**src/rtl/dm_cache_ctrl_if.sv**
```systemverilog
// CPU request port and memory initiator port of the direct-mapped cache.
// slave = cache controller side, master = CPU/memory side.
interface dm_cache_ctrl_if;
  logic        cpu_req;
  logic        cpu_we;
  logic [31:0] cpu_addr;
  logic [31:0] cpu_wdata;
  logic        cpu_ready;
  logic        cpu_done;
  logic [31:0] cpu_rdata;
  logic        mem_ren;
  logic        mem_wen;
  logic [31:0] mem_addr;
  logic [31:0] mem_wdata;
  logic [31:0] mem_rdata;

  modport slave (
    input  cpu_req, cpu_we, cpu_addr, cpu_wdata,
    output cpu_ready, cpu_done, cpu_rdata,
    output mem_ren, mem_wen, mem_addr, mem_wdata,
    input  mem_rdata
  );

  modport master (
    output cpu_req, cpu_we, cpu_addr, cpu_wdata,
    input  cpu_ready, cpu_done, cpu_rdata,
    input  mem_ren, mem_wen, mem_addr, mem_wdata,
    output mem_rdata
  );
endinterface

```
**src/rtl/dm_cache_ctrl.sv**
```systemverilog
// Direct-mapped write-back/write-allocate cache, one-word lines.
// Define CACHE_STATS_EN to add saturating hit_count/miss_count outputs.
module dm_cache_ctrl #(
  parameter int INDEX_BITS = 6,
  parameter int ADDR_BITS  = 16
) (
  input  logic        clk,
  input  logic        rst_n,
`ifdef CACHE_STATS_EN
  output logic [31:0] hit_count,
  output logic [31:0] miss_count,
`endif
  dm_cache_ctrl_if.slave bus
);

  localparam int TAG_BITS = ADDR_BITS - INDEX_BITS;
  localparam int LINES    = 1 << INDEX_BITS;
  localparam int PAD      = 32 - ADDR_BITS;

  localparam logic [2:0] IDLE      = 3'd0;
  localparam logic [2:0] COMPARE   = 3'd1;
  localparam logic [2:0] WRITEBACK = 3'd2;
  localparam logic [2:0] ALLOCATE  = 3'd3;
  localparam logic [2:0] WAIT      = 3'd4;

  logic [2:0]           state;
  logic                 req_we;
  logic [ADDR_BITS-1:0] req_addr;
  logic [31:0]          req_wdata;

  logic [LINES-1:0]     valid;
  logic [LINES-1:0]     dirty;
  logic [TAG_BITS-1:0]  tag_q  [LINES];
  logic [31:0]          data_q [LINES];

  logic                 done;
  logic [31:0]          rdata;
  logic                 ren;
  logic                 wen;
  logic [31:0]          maddr;
  logic [31:0]          wdata;

  logic [INDEX_BITS-1:0] idx;
  logic [TAG_BITS-1:0]   rtag;
  logic                  hit;
  logic                  victim_dirty;
  logic                  accept;
  logic                  unused_hi;

  assign idx  = req_addr[INDEX_BITS-1:0];
  assign rtag = req_addr[ADDR_BITS-1:INDEX_BITS];
  assign hit  = valid[idx] && (tag_q[idx] == rtag);
  assign victim_dirty = valid[idx] && dirty[idx];
  assign accept = bus.cpu_req && (state == IDLE);
  assign unused_hi = ^bus.cpu_addr[31:ADDR_BITS];

  assign bus.cpu_ready = (state == IDLE);
  assign bus.cpu_done  = done;
  assign bus.cpu_rdata = rdata;
  assign bus.mem_ren   = ren;
  assign bus.mem_wen   = wen;
  assign bus.mem_addr  = maddr;
  assign bus.mem_wdata = wdata;

  always_ff @(posedge clk or negedge rst_n) begin
    if (!rst_n) begin
      state     <= IDLE;
      req_we    <= 1'b0;
      req_addr  <= '0;
      req_wdata <= '0;
      valid     <= '0;
      dirty     <= '0;
      done      <= 1'b0;
      rdata     <= '0;
      ren       <= 1'b0;
      wen       <= 1'b0;
      maddr     <= '0;
      wdata     <= '0;
    end else begin
      done <= 1'b0;
      ren  <= 1'b0;
      wen  <= 1'b0;
      unique case (1'b1)
        (state == IDLE): begin
          if (accept) begin
            req_we    <= bus.cpu_we;
            req_addr  <= bus.cpu_addr[ADDR_BITS-1:0];
            req_wdata <= bus.cpu_wdata;
            state     <= COMPARE;
          end
        end
        (state == COMPARE): begin
          if (hit) begin
            if (req_we) dirty[idx] <= 1'b1;
            else        rdata      <= data_q[idx];
            done  <= 1'b1;
            state <= IDLE;
          end else if (victim_dirty) begin
            wen   <= 1'b1;
            maddr <= {{PAD{1'b0}}, tag_q[idx], idx};
            wdata <= data_q[idx];
            state <= WRITEBACK;
          end else begin
            ren   <= 1'b1;
            maddr <= {{PAD{1'b0}}, req_addr};
            state <= ALLOCATE;
          end
        end
        (state == WRITEBACK): begin
          ren   <= 1'b1;
          maddr <= {{PAD{1'b0}}, req_addr};
          state <= ALLOCATE;
        end
        (state == ALLOCATE): begin
          state <= WAIT;
        end
        (state == WAIT): begin
          valid[idx] <= 1'b1;
          dirty[idx] <= 1'b0;
          state      <= COMPARE;
        end
        default: state <= IDLE;
      endcase
    end
  end

  // Line storage needs no reset: valid bits gate every use.
  always_ff @(posedge clk) begin
    if (state == WAIT) begin
      data_q[idx] <= bus.mem_rdata;
      tag_q[idx]  <= rtag;
    end else if (state == COMPARE && hit && req_we) begin
      data_q[idx] <= req_wdata;
    end
  end

`ifdef CACHE_STATS_EN
  logic refill;

  // Only the first COMPARE of a request classifies it.
  always_ff @(posedge clk or negedge rst_n) begin
    if (!rst_n) begin
      refill     <= 1'b0;
      hit_count  <= '0;
      miss_count <= '0;
    end else begin
      if (state == WAIT) begin
        refill <= 1'b1;
      end else if (state == COMPARE) begin
        if (!refill) begin
          if (hit) begin
            if (hit_count != '1) hit_count <= hit_count + 32'd1;
          end else begin
            if (miss_count != '1) miss_count <= miss_count + 32'd1;
          end
        end
        if (hit) refill <= 1'b0;
      end
    end
  end
`endif

endmodule

```
**src/flat_wrapper.sv**
```systemverilog
// flat-port wrapper written by rule: the top's interface ports become plain ports
module dm_cache_ctrl_flat 
#(
  parameter int INDEX_BITS = 6,
  parameter int ADDR_BITS  = 16
)
  (clk, rst_n, bus_cpu_req, bus_cpu_we, bus_cpu_addr, bus_cpu_wdata, bus_cpu_ready, bus_cpu_done, bus_cpu_rdata, bus_mem_ren, bus_mem_wen, bus_mem_addr, bus_mem_wdata, bus_mem_rdata);
  dm_cache_ctrl_if bus_i ();
  input  logic clk;
  input  logic rst_n;
  input wire logic [$bits(bus_i.cpu_req)-1:0] bus_cpu_req;
  input wire logic [$bits(bus_i.cpu_we)-1:0] bus_cpu_we;
  input wire logic [$bits(bus_i.cpu_addr)-1:0] bus_cpu_addr;
  input wire logic [$bits(bus_i.cpu_wdata)-1:0] bus_cpu_wdata;
  output wire logic [$bits(bus_i.cpu_ready)-1:0] bus_cpu_ready;
  output wire logic [$bits(bus_i.cpu_done)-1:0] bus_cpu_done;
  output wire logic [$bits(bus_i.cpu_rdata)-1:0] bus_cpu_rdata;
  output wire logic [$bits(bus_i.mem_ren)-1:0] bus_mem_ren;
  output wire logic [$bits(bus_i.mem_wen)-1:0] bus_mem_wen;
  output wire logic [$bits(bus_i.mem_addr)-1:0] bus_mem_addr;
  output wire logic [$bits(bus_i.mem_wdata)-1:0] bus_mem_wdata;
  input wire logic [$bits(bus_i.mem_rdata)-1:0] bus_mem_rdata;
  assign bus_i.cpu_req = bus_cpu_req;
  assign bus_i.cpu_we = bus_cpu_we;
  assign bus_i.cpu_addr = bus_cpu_addr;
  assign bus_i.cpu_wdata = bus_cpu_wdata;
  assign bus_cpu_ready = bus_i.cpu_ready;
  assign bus_cpu_done = bus_i.cpu_done;
  assign bus_cpu_rdata = bus_i.cpu_rdata;
  assign bus_mem_ren = bus_i.mem_ren;
  assign bus_mem_wen = bus_i.mem_wen;
  assign bus_mem_addr = bus_i.mem_addr;
  assign bus_mem_wdata = bus_i.mem_wdata;
  assign bus_i.mem_rdata = bus_mem_rdata;
  dm_cache_ctrl #(.INDEX_BITS(INDEX_BITS), .ADDR_BITS(ADDR_BITS)) u_core (.clk(clk), .rst_n(rst_n), .bus(bus_i));
endmodule
```
**config.mk**
```make
export PLATFORM = sky130hd
export DESIGN_NAME = dm_cache_ctrl_flat
export DESIGN_NICKNAME = d
export VERILOG_FILES = /design/src/rtl/dm_cache_ctrl_if.sv /design/src/rtl/dm_cache_ctrl.sv /design/src/flat_wrapper.sv
export SDC_FILE = /design/constraint.sdc
export NUM_CORES = 2
export LEC_CHECK = 0
export ABC_AREA = 1
export BUFFER_PORTS_ARGS = -buffer_cell sky130_fd_sc_hd__buf_2
export CORE_ASPECT_RATIO = 1.5
export CORE_MARGIN = 2
export CORE_UTILIZATION = 42
export DETAILED_ROUTE_END_ITERATION = 10
export HOLD_SLACK_MARGIN = 0.1
export SLEW_MARGIN = 20
export SYNTH_ARGS = -nofsm -noshare
export SYNTH_HDL_FRONTEND = slang
export SYNTH_SLANG_ARGS = --single-unit
```
**constraint.sdc**
```tcl
create_clock -name clk -period 5 [get_ports clk]
set_input_delay 0.75 -clock clk [delete_from_list [all_inputs] [get_ports clk]]
set_output_delay 0.75 -clock clk [all_outputs]
set_load 0.05 [all_outputs]
```
Word-level counts from Yosys, hierarchy flattened
Memory sizes are Yosys's and may differ from the RTL's.
Cells that the tools add are included.
{ "classes": {"n_lt_le_gt_ge": 2, "eq_ne": 9, "muxes": 30, "bitwise": 7, "n_reduce_logical": 14} }
{ "op_table": {"columns": ["operator", "n"], "rows": [
  ["$mux W64", 2],
  ["$or A64 B64 Y64", 2],
  ["$pmux W64 S2", 1],
  ["$and A64 B64 Y64", 1],
  ["$mux W32", 2],
  ["$not A64 Y64", 1],
  ["$pmux W32 S2", 1],
  ["$mux W1", 16],
  ["$mux W16", 1],
  ["$pmux W3 S5", 1],
  ["$bmux W1 S6", 2],
  ["$eq A10 B10 Y1", 1],
  ["$reduce_and A3 Y1", 3],
  ["$lt A6 B7 Y1 const B", 1],
  ["$demux W1 S6", 1],
  ["$eq A3 B2 Y1 const B", 2],
  ["$ge A6 B1 Y1 const B", 1],
  ["$logic_and A1 B1 Y1", 6],
  ["$mux W3", 2],
  ["$ne A2 B1 Y1 const B", 3],
  ["$reduce_and A2 Y1", 2],
  ["$reduce_bool A2 Y1", 2],
  ["$eq A3 B1 Y1 const B", 1],
  ["$eq A3 B3 Y1 const B", 1],
  ["5 further kinds", 6]
]} }
{ "totals": {"register_bits": 279, "mem_bits_rw": 2688, "inputBits": 100, "output_inout_bits": 100, "elab_cells": 76, "n_memories": 2} }
{ "mem_list": {"columns": ["memory", "words", "width", "rd", "rd_ports_with_merged_regs", "wr", "line", "source"], "rows": [
  ["u_core.data_q", 64, 32, 1, 0, 1, "dm_cache_ctrl.sv:34", "logic [31:0] data_q [LINES];"],
  ["u_core.tag_q", 64, 10, 1, 0, 1, "dm_cache_ctrl.sv:33", "logic [TAG_BITS-1:0] tag_q [LINES];"]
]} }

Depth between registers and ports, before layout
{ "depth": {"depth_word": 9, "depth_mapped": 26, "mapped_depth_nobuf": 22} }

Least setup slack after synthesis
OpenSTA, ideal clock, no wires.
{ "synth_timing": {"path_type": "register -> register", "from": "register u_core.req_addr[3]", "to": "memory u_core.data_q[61][0] (enable)", "setup_time_ns": 0.466, "arrival_time_ns": 4.037, "t_required_ns": 4.534, "setup_slack_ns": 0.497, "stages_incl_launch_ff": 9, "n_path_buf": 2, "synth_period_minus_slack_ns": 4.503, "path_cell_list": "dfrtp_1 inv_2 nor3_2 clkbuf_1 clkinv_1 clkbuf_1 nor2_1 inv_1 o21ai_0"} }
{ "synth_between": {"elab_chain_len": 9, "word_cells_on_any_way": 11, "classes_between": "eq/ne (1); mux (5); bitwise (1); reduce/logical (3); memory (1)"} }
{ "synth_rtl": {"columns": ["item", "line", "source"], "rows": [
  ["from (decl)", "dm_cache_ctrl.sv:28", "logic [ADDR_BITS-1:0] req_addr;"],
  ["from (signal assigned)", "dm_cache_ctrl.sv:87", "req_addr <= bus.cpu_addr[ADDR_BITS-1:0];"],
  ["$mem_v2 Z64 W10 or $bmux W1 S6 (tied branches)", null, null],
  ["$eq A10 B10 Y1 or $mux W1 (tied branches)", "dm_cache_ctrl.sv:52", "assign hit = valid[idx] && (tag_q[idx] == rtag);"],
  ["$logic_and A1 B1 Y1", "dm_cache_ctrl.sv:52", null],
  ["$logic_and A1 B1 Y1 (2 in a row)", "dm_cache_ctrl.sv:132", "end else if (state == COMPARE && hit && req_we) begin"],
  ["$mux W1", "dm_cache_ctrl.sv:132", null],
  ["$mux W1", "dm_cache_ctrl.sv:129", "if (state == WAIT) begin"],
  ["$mux W1 (implied by the code)", "dm_cache_ctrl.sv:133", "data_q[idx] <= req_wdata;"],
  ["$or A1 B1 Y1 (no line)", null, null],
  ["to (decl)", "dm_cache_ctrl.sv:34", null]
]} }
Several ways; a longest one is shown, not always the timed one. The select of a mux whose other input is x is not followed.

Final worst setup path
{ "layout_timing": {"from": "register u_core.req_addr[0]", "to": "memory u_core.data_q[27][3], data pin"} }
{ "layout_between": {"elab_chain_len": 9, "word_cells_on_any_way": 11, "classes_between": "eq/ne (1); mux (6); reduce/logical (3); memory (1)"} }
{ "layout_rtl": {"columns": ["item", "line"], "rows": [
  ["$mem_v2 Z64 W10 or $bmux W1 S6 (tied branches)", null],
  ["$eq A10 B10 Y1 or $mux W1 (tied branches)", "dm_cache_ctrl.sv:52"],
  ["$logic_and A1 B1 Y1 (*)", "dm_cache_ctrl.sv:52"],
  ["$logic_and A1 B1 Y1 (*) (2 in a row)", "dm_cache_ctrl.sv:132"],
  ["$mux W1 (*)", "dm_cache_ctrl.sv:132"],
  ["$mux W1 (*)", "dm_cache_ctrl.sv:129"],
  ["$mux W1 (implied by the code) (*)", "dm_cache_ctrl.sv:133"],
  ["$mux W32 (no line) (*)", null]
]} }
Mark *: on every way between the ends. The rest lies on a longest branch, timed or not. The select of a mux whose other input is x is not followed.

==> summary.md <==
| Metric | Value |
|---|---|
| Fraction of the mapped netlist area in compound gates | `0.0768` |
| Die width | `430 um` |
| Mux cell area share after synthesis | `0.00316` |
| Final Cycle Share | `0.942` |
| Number of I/O port buffers | `167` |
| Antenna Violating Nets Remaining | `0` |
| Worst vdd ir | `366 uV` |
| Total of flip-flops plus latches after synthesis | `2,951` |
| F_max | `212 MHz` |
| Worst-skew pair later-pin latency | `0.88 ns` |
| Pin count of the biggest net entering global routing | `99` |
| Top cells by area, synth | `edfxtp_1 71%, nand2_1 7.1%, dfrtp_1 5.8%` |
| Setup crit start kind | `register` |
| Initial Util | `0.422` |
| Number of synthesized flops with an enable pin | `2,688` |
| Buffer count from post-CTS setup fixing | `0` |
| Dominant combinational cell family by area after synthesis | `simple AND/OR/NAND/NOR gates` |
| Hold crit path type | `input pin to register` |
| Aggregate routed wire length | `364,000 um` |
| Share of flip-flops with an asynchronous set or reset | `0.0891` |
| Slowest library cell on the worst path | `dfrtp_4` |
| Post-synthesis sequential area ratio | `0.765` |
| Top layer used by detailed routing | `met5` |
| Worst setup EP type | `register` |
| Outcome | `complete, no violations` |
| Critical path cell sequence | `inv_6, buf_12, buf_12, nand2_1, nand3_1, nand2_1, o21ai_0, nand2_1, nor2_1, nand2_1, nand2_1, nand2_1, a21oi_1, nand3_1, nor2_4, nand2_2, nor2_4, buf_4, nand2_1, nand2_2, buf_12` |
| Stage delay of the slowest cell on the critical path | `0.54 ns` |
| Commonest cells post-synth | `2,688 x edfxtp_1, 2,170 x nand2_1, 608 x inv_1` |
| P per Cell Area | `518 nW/um^2` |
| Wire length of the first global-routing pass | `511,000 um` |
| Final #Nets | `9,171` |
| Leak pwr | `0.0486 uW` |
| Type of the worst setup path | `register to register` |
| Total DRC errors in the routed layout | `0` |
| Number of slew-limit violations in the final report | `0` |
| Setup violators final | `0` |
| Cell repeated most along the worst path | `nand2_1` |
| Number of max-capacitance violations reported | `0` |
| Clock-pin transition on the worst setup and hold timing paths | `0.07 ns` |
| CTS Buf Count | `280` |
| Met3 WL post-DR | `26,200 um` |
| Gr ovfl total | `0` |
| RD Place Congestion | `0.904` |
| Number of antenna violations at the first check in global routing | `12` |
| Met1 WL | `129,000 um` |
| Fraction of post-synthesis cell area in the top cell type by area | `0.707` |
| Height of the die | `643 um` |
| Final-layout worst hold slack | `0.154 ns` |
| DP Area | `125,000 um^2` |
| Clock H-tree levels | `5` |
| Worst path required time | `5.54 ns` |
| Unrepaired setup endpoints after global routing | `no` |
| Initial detailed-routing violation count | `8,568` |
| Utilization after layout | `0.496` |
| Fraction of layout instances using a drive strength above 1 | `0.150` |
| Design area | `134,000 um^2` |
| Share of synthesized cell area in full adder, half adder and majority cells | `0` |
| Average size of a mapped cell | `13.4 um^2` |
| Headroom to the max-slew limit | `0.335` |
| Clock tree root driver cell | `clkbuf_16` |
| Total placed cells including tap cells | `12,308` |
| Share of synthesized cell area in and, or, nand and nor gates | `0.116` |
| Final Hold Violating Endpoints | `0` |
| Total of warnings raised by yosys | `0` |
| Xor/xnor cell area share of the yosys netlist | `0` |
| Core region area | `271,000 um^2` |
| Yosys top cell by area | `edfxtp_1` |
| Count of distinct cell types in the synthesized netlist | `42` |
| Final min period | `4.71 ns` |
| Total number of vias | `72,873` |
| Total routing usage reported by global routing | `0.257` |
| Overall die area | `276,000 um^2` |
| TritonCTS clock tree | `done` |
| Final std cells w/o fill | `12,826` |
| Avg Vias per Cell | `5.68` |
| Clk_skew | `0.0787 ns` |
| Most frequent cell after synthesis | `edfxtp_1` |
| Slew at the pin closest to its max-slew limit | `0.996 ns` |
| Number of sinks handled by clock tree synthesis | `2,951` |
| Routed len/inst | `28.4 um` |
| Area added between synthesis and finish | `17.5%` |
| Vias in the first global route | `70,456` |
| Worst path arrival time | `5.25 ns` |
| Number of placement rows | `234` |
| Ports | `200` |
| Count of mapped cells out of synthesis | `8,488` |
| Ys flop type | `edfxtp_1` |
| Area of the mapped netlist | `114,000 um^2` |
| WL met2 | `180,000 um` |
| Pre-antenna DRT Iters | `6` |
| Maximum buffer depth of the clock tree | `4` |
| Sum of negative setup slack | `0 ns` |
| DP Wirelength | `232,000 um` |
| Maximum fanout encountered on the critical timing path | `64` |
==> flip-flops by register name, summed over array words and instances, names as in the netlist, 16 cells and up, named ones only <==
signal	flops
u_core.bus.cpu_rdata	32
u_core.bus.mem_addr	16
u_core.bus.mem_wdata	32
u_core.data_q	2048
u_core.req_addr	16
u_core.req_wdata	32
u_core.tag_q	640
u_core.valid	64
==> area by class of cell <==
type / instances / area, um^2
Multi-Input combinational cell: 4453 / 23000
Timing Repair Buffer: 761 / 8010
Antenna cell: 3 / 7.51
Tap cell: 3540 / 4430
Fill cell: 23008 / 136000
Sequential cell: 2951 / 87300
Clock buffer: 340 / 7410
Inverter: 624 / 2400
Clock inverter: 154 / 1510
==> layer usage <==
| layer | GRT usage | vias up |
|---|---|---|
| li1 | - | 31758 |
| met1 | 0.302 | 36855 |
| met2 | 0.438 | 3479 |
| met3 | 0.0328 | 779 |
| met4 | 0.178 | 2 |
| met5 | 0 | - |
==> kinds of logic after synthesis <==
group / Yosys count
simple gates: 3168
flops: 2951
compound gates: 1236
buf+inv: 1100
mux: 32
other cells: 1
==> per-stage QoR <==
stage / power (uW) / setup WS, ns
floorplan: 39000 / 0.497
global placement: 48500 / 0.234
detailed placement: 48600 / 0.233
CTS: 69500 / 0.176
global route: 71500 / 0.0542
finish: 69500 / 0.290
==> repair_timing <==
item                                   CTS  global route
endpoints found under the hold margin   99             0
hold buffers                            20             0
gates resized for setup                  0             1
setup endpoints to repair                0            18
==> placed cells by master, fill, tap and decap left out, drive strengths merged, types with 3 or more instances in the layout <==
master	Yosys	final
diode	0	3
or2	94	94
a21o	7	7
a31o	7	7
bufinv	0	26
dfrtp	263	263
nor2	376	377
buf	238	741
mux2	32	32
clkinv	5	101
nand4	298	298
a22oi	326	326
inv	619	635
clkbuf	238	340
o21ai	273	273
a21oi	123	123
nand3b	13	13
nand2	2171	2171
dlygate4sd3	0	20
o22ai	16	16
conb	1	16
nand3	197	197
a31oi	21	21
o211ai	46	46
edfxtp	2688	2688
clkinvlp	0	16
a22o	181	181
a221oi	229	229
nor3	18	18
o2bb2ai	4	4
==> path summary, 6_finish.rpt <==
kind                                         start                       to  slack, ns  depth (start not counted)
worst max-delay path            u_core.req_addr[0]     u_core.data_q[27][3]       0.29                         21
worst min-delay path             bus_cpu_wdata[31]     u_core.req_wdata[31]       0.15                          2
worst max register to register  u_core.req_addr[0]     u_core.data_q[27][3]       0.29                         21
worst min register to register    u_core.valid[62]         u_core.valid[62]       0.45                          2
max in group asynchronous                    rst_n         u_core.valid[34]       3.16                          3
min in group asynchronous                    rst_n  u_core.bus.mem_addr[14]       0.50                          2
==> worst max-delay path, delay by kind of cell (launching register included) <==
| family | cells | cell delay, ns |
|---|---|---|
| DFF | 1 | 0.54 |
| AOI/OAI and AO/OA | 2 | 0.45 |
| and+or+nand+nor | 14 | 1.70 |
| buffers and inverters | 5 | 1.46 |
==> where the power goes <==
group          switching (uW)  internal [uW]
clock network            9200          11900
logic                   14400           5300
registers                 461          28200
total                   24100          45400
(Power assumes the default switching activity.)
